### config.mk
export PLATFORM = sky130hd
export DESIGN_NAME = spi_regbank_burst
export DESIGN_NICKNAME = d
export VERILOG_FILES = /design/src/rtl/spi_pkg.sv /design/src/rtl/spi_regbank_burst_shifter.sv /design/src/rtl/spi_regbank_burst.sv
export SDC_FILE = /design/constraint.sdc
export NUM_CORES = 2
export LEC_CHECK = 0
export BUFFER_PORTS_ARGS = -buffer_cell sky130_fd_sc_hd__buf_2
export CAP_MARGIN = 20
export CORE_AREA = 2 2 464 466
export CTS_CLUSTER_DIAMETER = 50
export DETAILED_ROUTE_END_ITERATION = 10
export DIE_AREA = 0 0 466 468
export PLACE_DENSITY = 0.48
export SETUP_SLACK_MARGIN = 0.02
export SYNTH_ARGS = -nofsm -noshare
export SYNTH_HDL_FRONTEND = slang
export SYNTH_SLANG_ARGS = --single-unit
### constraint.sdc
create_clock -name SCLK -period 2.35 [get_ports SCLK]
set_clock_uncertainty 0.05 [all_clocks]
set_input_delay 0.235 -clock SCLK [delete_from_list [all_inputs] [get_ports SCLK]]
set_output_delay 0.235 -clock SCLK [all_outputs]
set_load 0.02 [all_outputs]
### src/rtl/spi_pkg.sv
// spi_pkg: opcodes, FSM states and the SNN configuration address map shared by the SPI register bank
package spi_pkg;
  localparam logic [7:0] OP_WRITE = 8'h02;
  localparam logic [7:0] OP_READ = 8'h03;
  localparam logic [7:0] OP_SET_BASE = 8'h10;
  localparam logic [7:0] OP_CLR_BASE = 8'h20;
  localparam int ADDR_DECAY = 0;
  localparam int ADDR_REFR = 1;
  localparam int ADDR_THR = 2;
  localparam int ADDR_DIV = 3;
  localparam int ADDR_W_BASE = 4;
  localparam int ADDR_D_BASE = 52;
  localparam int ADDR_DBG = 148;
  typedef enum logic [2:0] {IDLE, INSTR, ADDR_H, ADDR_L, DATA, WAIT} spi_state_t;
endpackage

### src/rtl/spi_regbank_burst_shifter.sv
// spi_byte_shifter: bit counter, MOSI shift-in, byte-valid pulse and (under SPI_READBACK_EN) MISO shift-out
module spi_byte_shifter (
  input logic SCLK,
  input logic RESET_N,
  input logic SS,
  input logic MOSI,
`ifdef SPI_READBACK_EN
  input logic load,
  input logic [7:0] load_byte,
  output logic MISO,
`endif
  output logic byte_done,
  output logic [7:0] rx_byte,
  output logic data_valid_out
);
  logic [2:0] cnt;
  logic [6:0] sr;
  assign byte_done = !SS && cnt == 3'd7;
  assign rx_byte = {sr, MOSI};
  always_ff @(posedge SCLK)
    if (!RESET_N || SS) begin
      cnt <= '0;
      sr <= '0;
      data_valid_out <= 1'b0;
    end else begin
      cnt <= cnt + 3'd1;
      sr <= rx_byte[6:0];
      data_valid_out <= byte_done;
    end
`ifdef SPI_READBACK_EN
  logic [7:0] tx;
  assign MISO = tx[7];
  always_ff @(posedge SCLK)
    if (!RESET_N || SS) tx <= '0;
    else tx <= load ? load_byte : {tx[6:0], 1'b0};
`else
`endif
endmodule

### src/rtl/spi_regbank_burst.sv
// spi_regbank_burst: SPI slave byte bank with burst auto-increment and ready flags; READ path only under SPI_READBACK_EN
module spi_regbank_burst
  import spi_pkg::*;
#(
  parameter int DEPTH = 149,
  parameter int ADDR_W = 16,
  parameter int N_READY = 2
) (
  input logic SCLK,
  input logic RESET_N,
  input logic SS,
  input logic MOSI,
  output logic MISO,
  output logic [DEPTH*8-1:0] all_data_out,
  output logic [N_READY-1:0] ready_flags,
  output logic spi_instruction_done,
  output logic data_valid_out,
  output logic addr_err
);
  spi_state_t state, state_n;
  logic byte_done, rd_op, rd_err, in_rng, is_set, is_clr, is_mem;
  logic idone, wr_go, fl_go, err_go, wr_en, fl_en, fl_set;
  logic [7:0] rx_byte, addr_h, wr_data;
  logic [15:0] frame_addr;
  logic [ADDR_W-1:0] addr, addr_new, addr_inc, wr_addr;
  logic [N_READY-1:0] fl_mask;
  assign frame_addr = {addr_h, rx_byte};
  assign addr_new = frame_addr[ADDR_W-1:0];
  assign in_rng = 32'(addr) < DEPTH;
  // out-of-range addresses stay put so a burst never wanders back into the bank
  assign addr_inc = !in_rng ? addr : (32'(addr) == DEPTH - 1) ? '0 : addr + ADDR_W'(1);
  assign is_set = rx_byte[7:4] == OP_SET_BASE[7:4] && 32'(rx_byte[3:0]) < N_READY;
  assign is_clr = rx_byte[7:4] == OP_CLR_BASE[7:4] && 32'(rx_byte[3:0]) < N_READY;
`ifdef SPI_READBACK_EN
  logic load;
  logic [7:0] rd_data;
  logic [ADDR_W-1:0] ld_addr;
  assign is_mem = rx_byte == OP_WRITE || rx_byte == OP_READ;
  assign ld_addr = state == ADDR_L ? addr_new : addr_inc;
  assign load = byte_done && rd_op && (state == ADDR_L || state == DATA);
  assign rd_err = load && 32'(ld_addr) >= DEPTH;
  always_comb begin
    rd_data = '0;
    for (int i = 0; i < DEPTH; i++) if (32'(ld_addr) == i) rd_data = all_data_out[i*8 +: 8];
  end
  always_ff @(posedge SCLK)
    if (!RESET_N) rd_op <= 1'b0;
    else if (byte_done && state == INSTR) rd_op <= rx_byte == OP_READ;
`else
  assign is_mem = rx_byte == OP_WRITE;
  assign rd_op = 1'b0;
  assign rd_err = 1'b0;
  assign MISO = 1'b0;
`endif
  spi_byte_shifter u_shift (
    .SCLK(SCLK),
    .RESET_N(RESET_N),
    .SS(SS),
    .MOSI(MOSI),
`ifdef SPI_READBACK_EN
    .load(load),
    .load_byte(rd_data),
    .MISO(MISO),
`endif
    .byte_done(byte_done),
    .rx_byte(rx_byte),
    .data_valid_out(data_valid_out)
  );
  always_ff @(posedge SCLK) state <= !RESET_N ? IDLE : state_n;
  always_comb begin
    state_n = state;
    idone = 1'b0;
    wr_go = 1'b0;
    fl_go = 1'b0;
    err_go = 1'b0;
    if (SS) state_n = IDLE;
    else if (state == IDLE) state_n = INSTR;
    else if (byte_done)
      case (state)
        INSTR: begin
          state_n = is_mem ? ADDR_H : WAIT;
          idone = !is_mem;
          fl_go = is_set || is_clr;
        end
        ADDR_H: state_n = ADDR_L;
        ADDR_L: begin
          state_n = DATA;
          idone = 1'b1;
        end
        DATA: begin
          wr_go = !rd_op && in_rng;
          err_go = !rd_op && !in_rng;
        end
        default: ;
      endcase
  end
  // writes and flag updates land one edge after the byte completes
  always_ff @(posedge SCLK)
    if (!RESET_N) begin
      addr_h <= '0;
      addr <= '0;
      wr_en <= 1'b0;
      wr_addr <= '0;
      wr_data <= '0;
      fl_en <= 1'b0;
      fl_set <= 1'b0;
      fl_mask <= '0;
      ready_flags <= '0;
      addr_err <= 1'b0;
      spi_instruction_done <= 1'b0;
    end else begin
      spi_instruction_done <= idone;
      wr_en <= wr_go;
      if (wr_go) begin
        wr_addr <= addr;
        wr_data <= rx_byte;
      end
      fl_en <= fl_go;
      fl_set <= is_set;
      fl_mask <= N_READY'(1) << rx_byte[3:0];
      if (fl_en) ready_flags <= fl_set ? ready_flags | fl_mask : ready_flags & ~fl_mask;
      if (err_go || rd_err) addr_err <= 1'b1;
      if (byte_done && state == ADDR_H) addr_h <= rx_byte;
      if (byte_done && state == ADDR_L) addr <= addr_new;
      if (byte_done && state == DATA) addr <= addr_inc;
    end
  always_ff @(posedge SCLK)
    if (!RESET_N) all_data_out <= '0;
    else if (wr_en)
      for (int i = 0; i < DEPTH; i++) if (32'(wr_addr) == i) all_data_out[i*8 +: 8] <= wr_data;
endmodule

* Yosys cells after proc, flatten, opt, wreduce, memory -nomap -nowiden
Cells that the tools add are included.
Storage, ports and cells: bits in registers 1263, memories kept 0, bits in read-only memories 0, output and inout bits 1198, latch bits 0, memory bits (writable) 0, input bits 4, logic and storage cells 526
Cells by class: multiplexer cells 18, reductions and logical operators 174, add/sub/neg operators 2, magnitude comparators 2, div/mod/pow operators 0, $mul 0, equal/unequal tests 158, shifts and indexed selects 1, bitwise operators 6
Operators with widths (count):
- $eq A16 B7 Y1 const B | 64
- $eq A16 B6 Y1 const B | 32
- $eq A16 B8 Y1 const B | 22
- $reduce_and A2 Y1 | 152
- $eq A16 B5 Y1 const B | 16
- $eq A16 B4 Y1 const B | 8
- $eq A16 B3 Y1 const B | 4
- $mux W16 | 4
- $eq A16 B2 Y1 const B | 2
- $add A16 B1 Y16 const B | 1
- $eq A16 B1 Y1 const B | 1
- $logic_not A16 Y1 | 1
- $lt A16 B8 Y1 const B | 1
- $mux W1 | 10
- $pmux W3 S3 | 1
- $eq A8 B2 Y1 const B | 1
- $eq A3 B2 Y1 const B | 2
- $eq A3 B3 Y1 const B | 2
- $logic_and A1 B1 Y1 | 6
- $reduce_or A5 Y1 | 1
- $eq A4 B1 Y1 const B | 1
- $eq A4 B2 Y1 const B | 1
- $logic_not A1 Y1 | 4
- $lt A4 B2 Y1 const B | 1
- other kinds (19) | 23

* Depth between registers and ports, before layout
depth after elaboration 6, gate-level depth with buffers 10

* By module
A second synthesis with hierarchy kept.
Unflattened totals: cells, all modules 5020, area total of the unflattened synthesis 46098.0 um2
By module, submodules not included:
- spi_regbank_burst | cells each 4992, area each 45722.6 um2, times used 1, seq. area each 25064.0 um2
- spi_byte_shifter | cells each 28, area each 375.4 um2, times used 1, seq. area each 220.2 um2

* Worst setup path after synthesis
No wires, ideal clock.
kind reg-to-reg, from register wr_addr[6], to register all_data_out[256], data required time 2.184 ns, data arrival time 1.958 ns, library setup time 0.116 ns, period minus slack after synthesis 2.124 ns, path slack 0.226 ns, stages on the path, launching flop included 8, cells stage by stage dfxtp_1 > clkbuf_1 > nor3b_2 > nand2_1 > buf_6 > nor3_4 > mux2i_1 > nor2b_1
Between the ends: cells in the longest elaborated chain, start to end 2
Ends and longest elaborated chain:
- from (decl) | line spi_regbank_burst.sv:25 | logic [ADDR_W-1:0] addr, addr_new, addr_inc, wr_addr;
- from (signal assigned) | line spi_regbank_burst.sv:115 | wr_addr <= addr;
- $eq A16 B6 Y1 | line spi_regbank_burst.sv:130 | for (int i = 0; i < DEPTH; i++) if (32'(wr_addr) == i) all_data_out[i*8 +: 8] <= wr_data;
- $reduce_and A2 Y1 (no source line)
- to (signal assigned) | line spi_regbank_burst.sv:128 | if (!RESET_N) all_data_out <= '0;
- to (decl) | line spi_regbank_burst.sv:14 | output logic [DEPTH*8-1:0] all_data_out,
Every way passes these cells. A chain may end at the register's enable or synchronous reset.

* Worst setup path after layout
from register wr_addr[11], to register all_data_out[677]
Between the ends: cells in the longest elaborated chain, start to end 2
Ends and longest elaborated chain (line):
- $eq A16 B7 Y1 | spi_regbank_burst.sv:130
- $reduce_and A2 Y1 (no source line)
Every way passes these cells.

==> results.cfg <==
[outcome]
status = complete, no violations

[setup_path]
critPathMaxStageDelay_ns = 0.33
slowest_stage = dfxtp_2
path_cells = nor4_4, buf_4, nand4_1, clkbuf_16, buf_4, nor2_4, mux2i_1, nor2b_1
arrival_ns = 2.93
crit_required_ns = 2.99
endpoint_kind = flip-flop
cp_top_family = simple AND/OR/NAND/NOR gates
cp-start-kind = flip-flop
crit_buf_inv = 3
crit_type = reg2reg
crit_path_frequent_cell = buf_4
worst-path-max-fanout = 8

[die]
die_h_um = 468
initial_core_util_pct = 23.0
die_w_um = 466
row_count = 170
core-area_mm2 = 0.213
io_pins = 1202
die_area_mm2 = 0.218

[routing]
post_drt_via_cell_ratio = 4.28
first_pass_iters = 5
drt_iter0_markers = 2290
vias = 39100
drcViolationCount = 0
final_antenna_net_count = 0
post_drt_wl_per_cell_um = 23.2
wl_mm = 212

[layout]
final_util_pct = 31.5
syn_to_final_growth_pct = 36.8
final_common_cell = dfxtp_1
multi_input_area_mm2 = 0.0224
drive_gt1_share_pct = 31.0
finalNetCount = 6148
fill_cells = 22200
design_area_mm2 = 0.0671
regArea_mm2 = 0.0253
final_cell_mix = dfxtp_1 (1251), buf_2 (1199), mux2i_1 (856)

[flow_run]
drv_cap = 0

[placement]
dp_hpwl_mm = 147
place_ws_ns = -0.0789
portBuffers = 1200
gp_congestion = 0.810
dpl-instance-area_mm2 = 0.0609

[clock_tree]
ctsHtreeMaxLevel = 4
clock-sinks = 1263
cts_inserted_buffers = 167
clk_pin_slew_ns = 0.06
clk_latency_ns = 0.82
root_buffer = clkbuf_16
ctsLongestPathBuffers = 3
cts_tree = built

[power]
p_leak_nw = 26.0
p_int_mw = 37.2
clkPwrFrac_pct = 54.1
power.density_mw_per_mm2 = 716
p_comb_share_pct = 1.4
sw_frac_of_total_pct = 22.6
peakVddDrop_mv = 0.714
power_switching_mw = 10.9
seq_power_share_pct = 44.5

[synthesis]
synth_nets = 4836
synth_seq_area_share_pct = 51.5
postSynthCellCount = 4828
syn_avg_cell_area_um2 = 10.2
synth-main-ff-cell = dfxtp_1
yosysWarnings = 0
synth-async-reset-ratio_pct = 0
synthDistinctLibCells = 60
synth_area_mm2 = 0.0491
synth_edf_count = 0
synth.ff_latch_count = 1263

[global_routing]
grt_antenna_before_repair = 8
grt_pass1_wl_mm = 292
grt_overflow = 0
grt_start_max_net_pins = 145
grt_pass1_vias = 38400
grt_usage_pct = 18.3

[sta]
finalSetupViolations = 0
worst_pin_slew_ns = 0.695
fin_crit_ns = 2.29
post-route-period-util_pct = 97.3
fmax_mhz = 438
slew_viol_final = 0
final_hold_viol_count = 0
setup_slack_ns = 0.0646
holdWs_ns = 0.299
slew_headroom_pct = 53.7
rsz0062_at_grt = yes

[min_path]
hp-class = in2reg
[repair_timing]
item | 4_1_cts | 5_1_grt
gates cloned | 0 | 4
hold buffers | 5 | 0
hold endpoints to repair | 166 | 0
resized for setup | 5 | 25
setup buffers | 9 | 18
endpoints found under the setup margin | 94 | 517
pin swaps | 12 | 7
[synth_stat cells, types with 12 or more instances]
library cell | n | area share [%]
clkbuf_1 | 329 | 2.5
dfxtp_1 | 1263 | 52
nor2_4 | 52 | 1.2
mux2i_1 | 857 | 17
a21boi_0 | 363 | 5.6
o21ai_0 | 320 | 3.3
buf_1 | 32 | 0.24
nor2_1 | 41 | 0.31
buf_2 | 19 | 0.19
nand2_1 | 516 | 3.9
nor2b_1 | 830 | 11
nor2_2 | 45 | 0.57
and2_1 | 16 | 0.20
nor3_4 | 12 | 0.40
and3_1 | 12 | 0.15
[state kept, by name, indices dropped and copies added (netlist names), 2 cells and up, named ones only]
register      count
wr_addr          16
fl_mask           2
all_data_out   1192
u_shift.sr        7
wr_data           8
state             3
addr_h            8
addr             16
u_shift.cnt       3
[final timing paths]
path | from | end | slack (ns) | cells past startpoint
setup / recovery | wr_addr[11]$_SDFFE_PN0P_ | all_data_out[677]$_SDFFE_PN0P_ | 0.06 | 8
hold / removal | SS | state[1]$_SDFFE_PP0P_ | 0.30 | 4
setup reg to reg | wr_addr[11]$_SDFFE_PN0P_ | all_data_out[677]$_SDFFE_PN0P_ | 0.06 | 8
hold reg to reg | u_shift.cnt[0]$_SDFF_PP0_ | u_shift.cnt[0]$_SDFF_PP0_ | 0.37 | 1
[tightest hold or removal path, cell delays in order]
cell and delay [ns]:
dlygate4sd3_1 0.55, buf_2 0.14, nand2b_1 0.14, nor2_1 0.05
[layer usage]
metal / global-route usage, % / share of wire (%) / vias to the layer above
met2: 31.0 / 48 / 1236
met3: 6.32 / 8.1 / 250
li1: - / - / 18800
met4: 5.59 / 2.7 / 0
met1: 21.7 / 42 / 18800
met5: 0 / 0 / -
[power by group through the flow]
stage | Sequential (mW) | Clock, mW | Combinational [mW]
finish | 21.4 | 26.0 | 0.670
global route | 21.4 | 27.6 | 0.709
CTS | 21.4 | 26.7 | 0.676
detailed placement | 21.9 | 0 | 0.667
global placement | 21.9 | 0 | 0.664
floorplan | 21.9 | 0 | 0.472
[kinds of logic (layout without fill, tap and decap cells)]
logic type | count (synthesis) | after routing | synth area share, %
flip-flops | 1263 | 1263 | 51.5
AO/OA/AOI/OAI | 724 | 724 | 9.45
adder cells (fa/ha/maj) | 4 | 4 | 0.102
multiplexers | 857 | 857 | 17.5
other | 1 | 4 | 0.00764
AND/OR/NAND/NOR | 1591 | 1591 | 18.4
XOR/XNOR | 1 | 1 | 0.0179
buffers and inverters | 387 | 1837 | 3.03
[final cells by class]
type,count,area share (%)
tap,2838,5.29
inverter,5,0.0280
multi-input combinational,3178,33.4
clock buffer,241,7.25
sequential,1263,37.7
timing repair buffer,1525,15.0
antenna,3,0.0112
clock inverter,66,1.29
[metrics by stage]
stage,cells,power [mW],TNS [ns]
after floorplan,4828,22.4,0
after global routing,9117,49.7,-0.448
after CTS,9094,48.8,0
after detailed placement,8773,22.6,-1.94
final,9119,48.1,0
after global placement,8773,22.5,-1.31
No activity file was read; power rests on OpenSTA's default activity.
